File: src/rtl/matmul_seq_ctrl_if.sv
// Operand-in / result-out stream bundle for matmul_seq_ctrl.
// The host side uses the master modport and the controller uses the slave modport.
interface matmul_seq_ctrl_if #(
   parameter int DATA_W = 8,
   parameter int OUT_W  = 16
);
   logic              in_valid;
   logic              in_ready;
   logic [DATA_W-1:0] in_data;
   logic              out_valid;
   logic              out_ready;
   logic [OUT_W-1:0]  out_data;
   logic              out_last;

   modport master (
      output in_valid, in_data, out_ready,
      input  in_ready, out_valid, out_data, out_last
   );

   modport slave (
      input  in_valid, in_data, out_ready,
      output in_ready, out_valid, out_data, out_last
   );
endinterface

File: src/rtl/matmul_seq_ctrl.sv
// Time-multiplexed N x N matrix multiply: load A, load B, one MAC per cycle, stream C row-major.
// Optional build macro MATMUL_SAT_EN saturates out_data instead of truncating it.
module matmul_seq_ctrl #(
   parameter int  N      = 4,
   parameter int  DATA_W = 8,
   parameter int  OUT_W  = 16,
   localparam int ACC_W  = 2*DATA_W + $clog2(N)
) (
   input  logic             clk,
   input  logic             rst,
   matmul_seq_ctrl_if.slave bus,
   output logic             busy
);
   localparam int L  = $clog2(N);
   localparam int NN = N*N;

   typedef enum logic [1:0] {
      LOAD_A  = 2'd0,
      LOAD_B  = 2'd1,
      COMPUTE = 2'd2,
      OUTPUT  = 2'd3
   } state_t;

   state_t            state_r, nextState_s;
   logic [2*L-1:0]    elemIdx_r;
   logic [3*L-1:0]    stepIdx_r;
   logic [ACC_W-1:0]  acc_r;
   logic [DATA_W-1:0] aBuf_r [NN];
   logic [DATA_W-1:0] bBuf_r [NN];
   logic [ACC_W-1:0]  cBuf_r [NN];
   logic              inReady_r, outValid_r, outLast_r, busy_r;
   logic [OUT_W-1:0]  outData_r;

   logic [L-1:0]        rowI_s, colJ_s, kIdx_s;
   logic                inFire_s, outFire_s, lastElem_s, lastStep_s;
   logic [2*DATA_W-1:0] prod_s;
   logic [ACC_W-1:0]    sum_s;
   logic [2*L-1:0]      nextElem_s, outSel_s;
   logic                nextInReady_s, nextOutValid_s, nextOutLast_s, nextBusy_s;
   logic [OUT_W-1:0]    nextOutData_s;

   function automatic logic [OUT_W-1:0] fmtOut(input logic [ACC_W-1:0] c);
      logic [ACC_W+OUT_W-1:0] wide;
      wide = {{OUT_W{1'b0}}, c};
`ifdef MATMUL_SAT_EN
      if (wide > {{ACC_W{1'b0}}, {OUT_W{1'b1}}}) begin
         fmtOut = {OUT_W{1'b1}};
      end else begin
         fmtOut = wide[OUT_W-1:0];
      end
`else
      fmtOut = wide[OUT_W-1:0];
`endif
   endfunction

   // Step decode and the shared multiply-accumulate; stepIdx packs {i, j, k} with k fastest
   always_comb begin
      rowI_s     = stepIdx_r[3*L-1:2*L];
      colJ_s     = stepIdx_r[2*L-1:L];
      kIdx_s     = stepIdx_r[L-1:0];
      inFire_s   = bus.in_valid & inReady_r;
      outFire_s  = outValid_r & bus.out_ready;
      lastElem_s = (elemIdx_r == {(2*L){1'b1}});
      lastStep_s = (stepIdx_r == {(3*L){1'b1}});
      prod_s     = aBuf_r[{rowI_s, kIdx_s}] * bBuf_r[{kIdx_s, colJ_s}];
      sum_s      = ((kIdx_s == {L{1'b0}}) ? {ACC_W{1'b0}} : acc_r)
                   + {{(ACC_W-2*DATA_W){1'b0}}, prod_s};
      nextElem_s = elemIdx_r + {{(2*L-1){1'b0}}, 1'b1};
   end

   // State register
   always_ff @(posedge clk) begin
      if (rst) begin
         state_r <= LOAD_A;
      end else begin
         state_r <= nextState_s;
      end
   end

   // Next-state logic
   always_comb begin
      nextState_s = state_r;
      case (state_r)
         LOAD_A: begin
            if (inFire_s && lastElem_s) nextState_s = LOAD_B;
            else                        nextState_s = LOAD_A;
         end
         LOAD_B: begin
            if (inFire_s && lastElem_s) nextState_s = COMPUTE;
            else                        nextState_s = LOAD_B;
         end
         COMPUTE: begin
            if (lastStep_s) nextState_s = OUTPUT;
            else            nextState_s = COMPUTE;
         end
         OUTPUT: begin
            if (outFire_s && outLast_r) nextState_s = LOAD_A;
            else                        nextState_s = OUTPUT;
         end
         default: nextState_s = LOAD_A;
      endcase
   end

   // Next values of the registered outputs; the result selector starts at 0 on OUTPUT entry
   always_comb begin
      nextInReady_s  = (nextState_s == LOAD_A) || (nextState_s == LOAD_B);
      nextBusy_s     = (nextState_s == COMPUTE) || (nextState_s == OUTPUT);
      nextOutValid_s = (nextState_s == OUTPUT);
      if (state_r != OUTPUT) begin
         outSel_s = {(2*L){1'b0}};
      end else if (outFire_s) begin
         outSel_s = nextElem_s;
      end else begin
         outSel_s = elemIdx_r;
      end
      if (nextState_s == OUTPUT) begin
         nextOutData_s = fmtOut(cBuf_r[outSel_s]);
         nextOutLast_s = (outSel_s == {(2*L){1'b1}});
      end else begin
         nextOutData_s = outData_r;
         nextOutLast_s = 1'b0;
      end
   end

   // Counters, accumulator and output registers
   always_ff @(posedge clk) begin
      if (rst) begin
         elemIdx_r  <= {(2*L){1'b0}};
         stepIdx_r  <= {(3*L){1'b0}};
         acc_r      <= {ACC_W{1'b0}};
         inReady_r  <= 1'b1;
         outValid_r <= 1'b0;
         outLast_r  <= 1'b0;
         outData_r  <= {OUT_W{1'b0}};
         busy_r     <= 1'b0;
      end else begin
         inReady_r  <= nextInReady_s;
         outValid_r <= nextOutValid_s;
         outLast_r  <= nextOutLast_s;
         outData_r  <= nextOutData_s;
         busy_r     <= nextBusy_s;
         case (state_r)
            LOAD_A, LOAD_B: begin
               if (inFire_s) elemIdx_r <= nextElem_s;
            end
            COMPUTE: begin
               acc_r     <= sum_s;
               stepIdx_r <= stepIdx_r + {{(3*L-1){1'b0}}, 1'b1};
            end
            OUTPUT: begin
               if (outFire_s) elemIdx_r <= nextElem_s;
            end
            default: ;
         endcase
      end
   end

   // Operand and result buffers; stale contents are harmless because the counters restart at 0
   always_ff @(posedge clk) begin
      if (!rst) begin
         if (state_r == LOAD_A && inFire_s) aBuf_r[elemIdx_r] <= bus.in_data;
         if (state_r == LOAD_B && inFire_s) bBuf_r[elemIdx_r] <= bus.in_data;
         if (state_r == COMPUTE && kIdx_s == {L{1'b1}}) cBuf_r[{rowI_s, colJ_s}] <= sum_s;
      end
   end

   // In-ready is also forced low for as long as reset is held
   assign bus.in_ready  = inReady_r & ~rst;
   assign bus.out_valid = outValid_r;
   assign bus.out_data  = outData_r;
   assign bus.out_last  = outLast_r;
   assign busy          = busy_r;
endmodule

File: src/flat_wrapper.sv
// flat-port wrapper written by rule: the top's interface ports become plain ports
module matmul_seq_ctrl_flat 
#(
   parameter int  N      = 4,
   parameter int  DATA_W = 8,
   parameter int  OUT_W  = 16,
   localparam int ACC_W  = 2*DATA_W + $clog2(N)
)
  (clk, rst, busy, bus_in_valid, bus_in_data, bus_out_ready, bus_in_ready, bus_out_valid, bus_out_data, bus_out_last);
  matmul_seq_ctrl_if #(.DATA_W(DATA_W), .OUT_W(OUT_W)) bus_i ();
  input  logic clk;
  input  logic rst;
  output logic busy;
  input wire logic [$bits(bus_i.in_valid)-1:0] bus_in_valid;
  input wire logic [$bits(bus_i.in_data)-1:0] bus_in_data;
  input wire logic [$bits(bus_i.out_ready)-1:0] bus_out_ready;
  output wire logic [$bits(bus_i.in_ready)-1:0] bus_in_ready;
  output wire logic [$bits(bus_i.out_valid)-1:0] bus_out_valid;
  output wire logic [$bits(bus_i.out_data)-1:0] bus_out_data;
  output wire logic [$bits(bus_i.out_last)-1:0] bus_out_last;
  assign bus_i.in_valid = bus_in_valid;
  assign bus_i.in_data = bus_in_data;
  assign bus_i.out_ready = bus_out_ready;
  assign bus_in_ready = bus_i.in_ready;
  assign bus_out_valid = bus_i.out_valid;
  assign bus_out_data = bus_i.out_data;
  assign bus_out_last = bus_i.out_last;
  matmul_seq_ctrl #(.N(N), .DATA_W(DATA_W), .OUT_W(OUT_W)) u_core (.clk(clk), .rst(rst), .bus(bus_i), .busy(busy));
endmodule
File: config.mk
export PLATFORM = sky130hd
export DESIGN_NAME = matmul_seq_ctrl_flat
export DESIGN_NICKNAME = d
export VERILOG_FILES = /design/src/rtl/matmul_seq_ctrl_if.sv /design/src/rtl/matmul_seq_ctrl.sv /design/src/flat_wrapper.sv
export SDC_FILE = /design/constraint.sdc
export NUM_CORES = 1
export LEC_CHECK = 0
export BUFFER_PORTS_ARGS = -buffer_cell sky130_fd_sc_hd__buf_2
export CORE_ASPECT_RATIO = 0.75
export CORE_MARGIN = 2
export CORE_UTILIZATION = 40
export CTS_BUF_LIST = sky130_fd_sc_hd__clkbuf_8
export CTS_CLUSTER_DIAMETER = 60
export CTS_CLUSTER_SIZE = 24
export DETAILED_ROUTE_END_ITERATION = 12
export GPL_TIMING_DRIVEN = 0
export SYNTH_ARGS = -nofsm -noshare
export SYNTH_HDL_FRONTEND = slang
export SYNTH_SLANG_ARGS = --single-unit
export TNS_END_PERCENT = 100
File: constraint.sdc
create_clock -name clk -period 7.9 [get_ports clk]
set_input_delay 1.58 -clock clk [delete_from_list [all_inputs] [get_ports clk]]
set_output_delay 1.58 -clock clk [all_outputs]
set_load 0.05 [all_outputs]
==> results of run 1 <==
[repair_timing]
action / CTS / global route
resized for setup: 0 / 1
setup endpoints to repair: 0 / 16
hold buffers: 0 / 0
[stage by stage]
step,setup slack [ns],instance area [um2]
2_1_floorplan,1.76,24600
3_3_place_gp,0.477,25700
3_5_place_dp,0.300,26000
4_1_cts,0.233,26800
5_1_grt,0.0363,26900
6_report,0.364,26900
[per-layer routing]
layer  track usage (%)  up-vias
met1              27.7     7131
met3              3.16       72
met4              4.91        4
li1                  -     6113
met2              28.0      492
met5                 0        -
[final cells by class]
class | instances | share of cell area, %
Inverter | 93 | 1.30
Clock inverter | 24 | 1.26
Buffer | 80 | 1.49
Multi-Input combinational cell | 855 | 27.8
Timing Repair Buffer | 47 | 1.38
Clock buffer | 36 | 1.84
Tap cell | 800 | 3.73
Sequential cell | 566 | 61.2
[path summary, 6_finish.rpt]
check	cells past startpoint	from	to	slack, ns
max	18	flip-flop	u_core.cBuf_r[9][15]	0.36
min	2	u_core.acc_r[9]	u_core.acc_r[9]	0.47
max reg2reg	18	flip-flop	u_core.cBuf_r[9][15]	0.36
min reg2reg	2	u_core.acc_r[9]	u_core.acc_r[9]	0.47
[worst reg2reg max path, stage by stage (launching register included)]
cell,delay [ns]
dfxtp_1,0.34
clkbuf_1,0.28
buf_2,0.43
mux4_2,0.61
mux4_2,0.63
and2_1,0.24
fa_1,0.52
fa_1,0.53
fa_1,0.50
inv_1,0.05
fa_1,0.47
inv_1,0.04
ha_1,0.36
a21o_1,0.21
nor3_1,0.13
a21oi_1,0.16
a221o_1,0.41
a21oi_1,0.19
xor2_1,1.03
[synthesized netlist by cell type, types with 11 or more instances]
cell / n / area [um2]
a2111oi_2: 11 / 165
nor2_1: 65 / 244
mux2i_1: 49 / 490
nand2b_1: 17 / 106
ha_1: 41 / 513
a221oi_1: 12 / 105
a22oi_1: 31 / 233
clkbuf_1: 30 / 113
nor2b_1: 12 / 75.1
buf_2: 32 / 160
fa_1: 50 / 1000
inv_1: 93 / 349
dfxtp_1: 54 / 1080
buf_4: 12 / 90.1
a21oi_1: 131 / 656
mux4_2: 80 / 1800
o22ai_1: 16 / 100
and2_1: 47 / 294
edfxtp_1: 512 / 15400
nand2_1: 177 / 664
nor3_1: 19 / 95.1
[logic make-up (layout without fill, tap and decap cells)]
kind of cell / after synthesis / count (layout) / synth area share (%)
flops: 566 / 566 / 67.0
xor+xnor: 20 / 20 / 0.769
fa+ha+maj: 91 / 91 / 6.16
compound gates: 246 / 246 / 6.76
mux: 129 / 129 / 9.33
simple gates: 369 / 369 / 6.92
buf+inv: 173 / 280 / 3.05
[flip-flops by register name, indices dropped and copies added (netlist names), named ones only]
signal,count
u_core.aBuf_r,128
u_core.acc_r,16
u_core.bBuf_r,128
u_core.bus.out_data,16
u_core.bus.out_last,1
u_core.bus.out_valid,1
u_core.busy,1
u_core.cBuf_r,256
u_core.elemIdx_r,4
u_core.inReady_r,1
u_core.state_r,2
u_core.stepIdx_r,6
[power by group through the flow]
stage	registers (W)	clock network [W]	logic, W
2_1_floorplan	0.00349	0	0.000257
3_3_place_gp	0.00350	0	0.000413
3_5_place_dp	0.00350	0	0.000432
4_1_cts	0.00343	0.00167	0.000434
5_1_grt	0.00343	0.00177	0.000503
6_report	0.00343	0.00164	0.000454
==> metrics.md, run 1 <==
| Metric | Value |
|---|---|
| Num rows | 78 |
| Most frequent cells in the layout | edfxtp_1, nand2_1, a21oi_1 |
| Rel. slew slack | 5.43% |
| Largest net degree at the start of global routing | 33 |
| Synth warn | 0 |
| Routed WL per cell | 23.3 um |
| Least-Margin Pin Slew | 1.41 ns |
| Crit path required time | between 8 and 9 ns |
| Design Power | 0.00552 W |
| Worst vdd ir | 0.272 mV |
| P_sw | 0.00135 W |
| Root Buffer | clkbuf_8 |
| Share of cells above drive strength 1 | 16.2% |
| GRT Total Usage | between 10% and 20% |
| Layout Skew | 0.0550 ns |
| Min-Delay Path Class | reg -> reg |
| EDFF count, synth | 512 |
| Pwr Density | 206 nW/um2 |
| Post-detail-place hpwl | approximately 40 mm |
| Bufs and invs on worst path | 4 |
| DR top layer | met5 |
| GPL Wtd Cong | 0.802 |
| Syn Nets | 1697 |
| Total Wirelength | 58.2 mm |
| CP Capture Type | flip-flop |
| Crit Path Max Fanout | 16 |
| ANT cells | 0 |
| Sequential cell area | 16500 um2 |
| Min Tclk post-route | 7.54 ns |
| Initial antenna violation count | 2 |
| Final Hold Vio Count | 0 |
| Register area share after synthesis | 67.0% |
| Critical path's slowest cell | xor2_1 |
| # H-tree levels | 2 |
| Placed insts | 2440 |
| Bufs on Longest Clock Path | 3 |
| Die ar. | 63400 um2 |
| Seq cells post-synth | 566 |
| Nets | 1781 |
| Wl on met1 | 26.6 mm |
| First-pass GRT wire length | 87.7 mm |
| Maximum clock rate | approximately 130 MHz |
| Fin crit share | 95.4% |
| Setup repair after global routing missed its margin | no |
| Port bufs | 30 |
| Initial core utilization | 40.5% |
| Net Sw Frac | 24.4% |
| Top FF cell, synth | edfxtp_1 |
| Worst-path clk slew | approximately 0.13 ns |
| Ys async rst share | 0% |
| Int Power | 0.00417 W |
| Status | complete, no violations |
| CTS tree | yes |
| Remaining DRCs | 0 |
| CTS sink count | ~570 |
| Layout area overhead | 9.42% |
| Clk_lat worst skew | ~0.66 ns |
| Drt first pass iters | 5 |
| Top cell by count, worst path | fa_1 |
| Commonest non-fill, non-tap cell in the layout | edfxtp_1 |
| Vias per cell | 5.52 |
| Multi-input logic area | roughly 7500 um2 |
| Core area | 60600 um2 |
| Antenna viol nets, final | 0 |
| Critical path's largest stage delay | 1.03 ns |
| Die Ht | 219 um |
| Gr ovfl total | 0 |
| Crit-path cells | clkbuf_1 > buf_2 > mux4_2 > mux4_2 > and2_1 > fa_1 > fa_1 > fa_1 > inv_1 > fa_1 > inv_1 > ha_1 > a21o_1 > nor3_1 > a21oi_1 > a221o_1 > a21oi_1 > xor2_1 |
| Fill count | 5323 |
| Distinct cells, synth | 56 |
| Met2 wire length | approximately 26 mm |
| Critical path class | reg -> reg |
| Max Cap Viol | 0 |
| Final hold slack | 0.466 ns |
| Setup TNS Final | 0 ns |
| Fin. max-slew vios | 0 |
| Synth Cell Area | roughly 25000 um2 |
| I/O pins | 32 |
| Chip width | around 290 um |
| Initial drt markers | 1473 |
| Final Util | 44.3% |
| Routed met3 length | 4.33 mm |
| Worst Path Arrival | approximately 7.8 ns |
| Logic gate share of total power | 8.2% |
| Crit start category | flip-flop |
| DR vias | 13800 |
| CTS Buf Count | 35 |
| Vias in the first global route | 13700 |
| Final setup viols | 0 |
| Layout Cells excl Fill | 2501 |
| Post-Syn Instances | 1594 |
| Top Family by Delay on Critical Path | adder cells |
| Reg power frac | about 62% |
| Synth Area per Inst | 15.4 um2 |
| Clock Power Share | 29.7% |
| Leak | around 9.1 nW |
| Postcts setup bufs | 0 |
(Power assumes the default switching activity.)
==> run 2: changes to the inputs <==
- CAP_MARGIN: unset -> 25
- CTS_BUF_LIST: sky130_fd_sc_hd__clkbuf_8 -> sky130_fd_sc_hd__clkbuf_4
==> metrics.md, run 2 (synthesis gave the netlist of run 1 again) <==
| Metric | Value |
|---|---|
| Status | complete, no violations |
| GPL Wtd Cong | roughly 0.8 |
| Worst-path clk slew | 0.23 ns |
| Final Util | 43.9% |
| Top cell by count, worst path | fa_1 |
| Critical path's largest stage delay | around 0.63 ns |
| Crit-path cells | clkbuf_1 > buf_2 > mux4_2 > mux4_2 > nand2_1 > fa_1 > inv_1 > fa_1 > fa_1 > inv_1 > fa_1 > inv_1 > ha_1 > and2_1 > a221oi_1 > a21oi_1 > nor2_1 > o21ai_0 > xor2_1 > buf_4 |
| Max Cap Viol | 0 |
| Commonest non-fill, non-tap cell in the layout | edfxtp_1 |
| Vias per cell | 5.49 |
| CTS tree | yes |
| GRT Total Usage | between 10% and 20% |
| Worst vdd ir | between 0.1 and 0.15 mV |
| Regs by FF count | u_core.cBuf_r (256), u_core.aBuf_r (128), u_core.bBuf_r (128) |
| Share of cells above drive strength 1 | 16.4% |
| Max reg flops | 256 |
| Crit start category | flip-flop |
| Layout Cells excl Fill | 2510 |
| Crit Path Max Fanout | 10 |
| Die Ht | 219 um |
| DR vias | 13800 |
| Final Hold Vio Count | 0 |
| Drt first pass iters | 7 |
| Setup repair after global routing missed its margin | no |
| Remaining DRCs | 0 |
| Leak | 9.06 nW |
| Hold buffer count at CTS | 0 |
| Total Wirelength | 57.9 mm |
| Setup TNS Final | 0 ns |
| Critical path's slowest cell | mux4_2 |
| Fin. max-slew vios | 0 |
| Clk_lat worst skew | 0.85 ns |
| Fin crit share | 92.0% |
| Num rows | 78 |
| Maximum clock rate | 138 MHz |
| R2R Path End | u_core.cBuf_r[3][14] |
| Wl on met1 | 26.7 mm |
| Layout Skew | 0.117 ns |
| Chip width | 290 um |
| Most frequent cells in the layout | edfxtp_1, nand2_1, a21oi_1 |
| Gr ovfl total | 0 |
| Antenna viol nets, final | 0 |
| Setup ws final | ~0.63 ns |
| Post-detail-place hpwl | 40.2 mm |
| Worst Hold Launch | u_core.acc_r[9] |
| Root Buffer | clkbuf_4 |
| Min Tclk post-route | 7.27 ns |
| Die ar. | 63400 um2 |
| Worst Path Arrival | 7.96 ns |
| # H-tree levels | 2 |
| Met2 wire length | 26.1 mm |
| CP Capture Type | flip-flop |
| Most flops, register | u_core.cBuf_r |
| WP depth | 20 |
| Routed WL per cell | 23.1 um |
| CTS sink count | 566 |
| Critical Path End | u_core.cBuf_r[3][14] |
| CTS Buf Count | 34 |
| Design Power | between 0.005 and 0.006 W |
| Crit path required time | 8.59 ns |
| Top Family by Delay on Critical Path | adder cells |
| Initial drt markers | 1529 |
| Bufs and invs on worst path | 6 |
| Initial antenna violation count | 3 |
| Worst Reg2Reg Path Length in Cells | 20 |
| Port bufs | 30 |
| Nets | 1790 |
| Initial core utilization | 40.5% |
| DR top layer | met5 |
| Vias in the first global route | 13800 |
| Post-Place Worst Slack | 0.655 ns |
| Least-Margin Pin Slew | between 1 and 1.5 ns |
| Postcts setup bufs | 0 |
| Bufs on Longest Clock Path | 3 |
| Min-Delay Path Class | reg -> reg |
| Placed insts | 2449 |
| Final setup viols | 0 |
| First-pass GRT wire length | 87.2 mm |
| Routed met3 length | 3.86 mm |
| Pwr Density | just under 200 nW/um2 |
| R2R Setup Slk | 0.63 ns |
| PostCTS Resize Cnt | 0 |
| I/O pins | 32 |
| Layout area overhead | 8.39% |
| Rel. slew slack | between 20% and 30% |
| Largest net degree at the start of global routing | 33 |
| Critical path class | reg -> reg |
| Core area | 60600 um2 |
## run 2: cell count changes in the layout (fill, tap and decap cells not counted), moves of 4 or more
cell / before / now
buf_4: 14 / 22
clkbuf_8: 36 / 0
xnor2_1: 5 / 9
xnor2_2: 5 / 1
clkbuf_4: 0 / 42
## run 2: through the flow
step / hold slack (ns) / area (um2)
after global placement: 0.438 / 25700
after detailed placement: 0.447 / 26100
after CTS: 0.479 / 26600
after global routing: 0.489 / 26600
final: 0.477 / 26600
after floorplan: 0.432 / 24600
## run 2: tightest hold or removal path: cells and delay by family, from the launching register on
family / cells / cell delay (ns)
flip-flops: 1 / 0.34
AND/OR/NAND/NOR: 1 / 0.05
AO/OA/AOI/OAI: 1 / 0.05
## run 2: report_power, final
group,switching (W),total [W],internal [W]
registers,0.00000275,0.00343,0.00342
logic,0.000343,0.000476,0.000133
clock network,0.000936,0.00129,0.000351
total,0.00128,0.00519,0.00391
## run 2: how the worst min path moves through the flow
stage	endpoint	slack, ns	cells past startpoint
2_1_floorplan	u_core.acc_r[0]	0.43	2
3_3_place_gp	u_core.acc_r[0]	0.44	2
3_5_place_dp	u_core.acc_r[8]	0.45	2
4_1_cts	u_core.acc_r[8]	0.48	2
5_1_grt	u_core.acc_r[3]	0.49	2
6_report	u_core.acc_r[9]	0.48	2
## run 2: per-layer routing
metal | up-vias | global-route usage, %
li1 | 6150 | -
met1 | 7109 | 27.3
met2 | 449 | 27.9
met3 | 65 | 3.72
met4 | 4 | 4.90
met5 | - | 0
## run 2: final cells by class
class                      instances  area (um2)
multi-input combinational        855        7420
fill                            5371       34000
timing repair buffer              57         474
clock inverter                    16         200
antenna                            1        2.50
inverter                          93         349
tap                              800        1000
clock buffer                      42         315
buffer                            80         400
sequential                       566       16500
==> run 3: changes to the inputs <==
- BUFFER_PORTS_ARGS: -buffer_cell sky130_fd_sc_hd__buf_2 -> unset
- CORE_ASPECT_RATIO: 0.75 -> 2
- DONT_BUFFER_PORTS: unset -> 1
- SLEW_MARGIN: unset -> 20
==> metrics.md, run 3 (synthesis gave the netlist of run 1 again) <==
| Metric | Value |
|---|---|
| Status | complete, no violations |
| # H-tree levels | 1 |
| Routed WL per cell | approximately 24 um |
| I/O pins | 32 |
| Pwr Density | 194 nW/um2 |
| Setup ws final | ~0.27 ns |
| Initial drt markers | 818 |
| Leak | 8.90 nW |
| Fill count | 5468 |
| Post-route cell area | 26400 um2 |
| Worst Path Arrival | 8.18 ns |
| Nets | 1755 |
| Regs by FF count | u_core.cBuf_r (256), u_core.aBuf_r (128), u_core.bBuf_r (128) |
| Post-Place Worst Slack | 0.328 ns |
| Dpl cell area | 26000 um2 |
| Num rows | ~130 |
| Layout area overhead | 7.49% |
| CTS sink count | 566 |
| PostCTS Resize Cnt | 0 |
| Setup repair after global routing missed its margin | no |
| Critical Path End | u_core.cBuf_r[0][14] |
| R2R Setup Slk | 0.27 ns |
| Min Tclk post-route | around 7.6 ns |
| Min-Delay Path Class | reg -> reg |
| Core area | 60900 um2 |
| Initial core utilization | 40.4% |
| Worst vdd ir | 0.135 mV |
| Bufs on Longest Clock Path | 3 |
| CP Capture Type | flip-flop |
| Gr ovfl total | 0 |
| Die Ht | 354 um |
| Commonest non-fill, non-tap cell in the layout | edfxtp_1 |
| Least-Margin Pin Slew | just over 0.9 ns |
| Initial antenna violation count | 2 |
| Maximum clock rate | 131 MHz |
| Die ar. | 63500 um2 |
| Final Hold Vio Count | 0 |
| Chip width | 179 um |
| Most frequent cells in the layout | edfxtp_1, nand2_1, a21oi_1 |
| Share of cells above drive strength 1 | 15.2% |
| Setup TNS Final | 0 ns |
| Placed insts | 2401 |
| Root Buffer | clkbuf_4 |
| Max Cap Viol | 0 |
| Port bufs | 0 |
| R2R Path End | u_core.cBuf_r[0][14] |
| Max reg flops | 256 |
| Postcts setup bufs | 0 |
| Critical path's slowest cell | xor2_2 |
| Layout Cells excl Fill | 2455 |
| Critical path's largest stage delay | 0.72 ns |
| Drt first pass iters | 5 |
| Hold buffer count at CTS | 0 |
| Most flops, register | u_core.cBuf_r |
| Layout Skew | 0.0725 ns |
| Top cell by count, worst path | fa_1 |
| Crit Path Max Fanout | 16 |
| First-pass GRT wire length | a little under 90 mm |
| Total Wirelength | 59.5 mm |
| Remaining DRCs | 0 |
| CTS Buf Count | 29 |
| Largest net degree at the start of global routing | 33 |
| Final setup viols | 0 |
| Crit-path cells | clkbuf_1 > buf_2 > mux4_2 > mux4_2 > and2_1 > fa_1 > fa_1 > fa_1 > inv_1 > fa_1 > inv_1 > ha_1 > and2_1 > a221oi_1 > a21oi_1 > nor2_1 > o21ai_0 > xor2_2 |
| Post-detail-place hpwl | 45.0 mm |
| Vias in the first global route | 14100 |
| DR vias | 13200 |
| Antenna viol nets, final | 0 |
| Worst-path clk slew | ~0.22 ns |
| GRT Total Usage | 19.0% |
| Critical path class | reg -> reg |
| Fin. max-slew vios | 0 |
| GPL Wtd Cong | 0.834 |
| Fin crit share | 96.6% |
| Rel. slew slack | approximately 37% |
| Clk_lat worst skew | 0.87 ns |
| Crit path required time | 8.45 ns |
| Crit start category | flip-flop |
| CTS tree | yes |
| Worst Reg2Reg Path Length in Cells | 18 |
| Vias per cell | between 5 and 6 |
| Cell depth of the worst min-delay path | 2 |
[run 3: worst min path at each step]
stage	startpoint	to	slack, ns
2_1_floorplan	u_core.acc_r[0]	u_core.acc_r[0]	0.43
3_3_place_gp	u_core.acc_r[8]	u_core.acc_r[8]	0.44
3_5_place_dp	u_core.acc_r[8]	u_core.acc_r[8]	0.45
4_1_cts	u_core.acc_r[8]	u_core.acc_r[8]	0.48
5_1_grt	u_core.acc_r[8]	u_core.acc_r[8]	0.49
6_report	u_core.acc_r[8]	u_core.acc_r[8]	0.48
[run 3: final cells by class]
| type | instances | area [um2] | area share (%) |
|---|---|---|---|
| buffer | 80 | 400 | 1.52 |
| multi-input combinational | 855 | 7500 | 28.4 |
| clock buffer | 44 | 330 | 1.25 |
| sequential | 566 | 16500 | 62.3 |
| inverter | 93 | 349 | 1.32 |
| tap | 780 | 976 | 3.70 |
| clock inverter | 9 | 100 | 0.379 |
| timing repair buffer | 27 | 289 | 1.09 |
| antenna | 1 | 2.50 | 0.00948 |
[run 3: report_power, final]
group,switching (W),internal [W]
sequential,0.00000266,0.00343
combinational,0.000380,0.000151
clock,0.000871,0.000302
total,0.00125,0.00388
[run 3: per-stage QoR]
stage / total power [W] / util [%] / hold slack [ns]
4_1_cts: 0.00517 / 43.4 / 0.479
6_report: 0.00513 / 43.4 / 0.478
3_5_place_dp: 0.00403 / 42.7 / 0.452
2_1_floorplan: 0.00375 / - / 0.432
5_1_grt: 0.00530 / 43.4 / 0.491
3_3_place_gp: 0.00394 / 42.0 / 0.440
[run 3: routing by layer]
layer  routed length (um)  global-route usage (%)
met1                19100                    18.1
met2                35100                    38.6
met3                 2140                    2.15
met4                 3190                    9.24
met5                   13                       0
[run 3: worst max-delay path, delay by kind of cell, from the launching register on]
family | cells | cell delay [ns]
multiplexers | 2 | 1.25
AND/OR/NAND/NOR | 3 | 0.75
buffers and inverters | 4 | 0.79
XOR/XNOR | 1 | 0.72
adder cells (fa/ha/maj) | 5 | 2.31
flip-flops | 1 | 0.36
AO/OA/AOI/OAI | 3 | 1.11
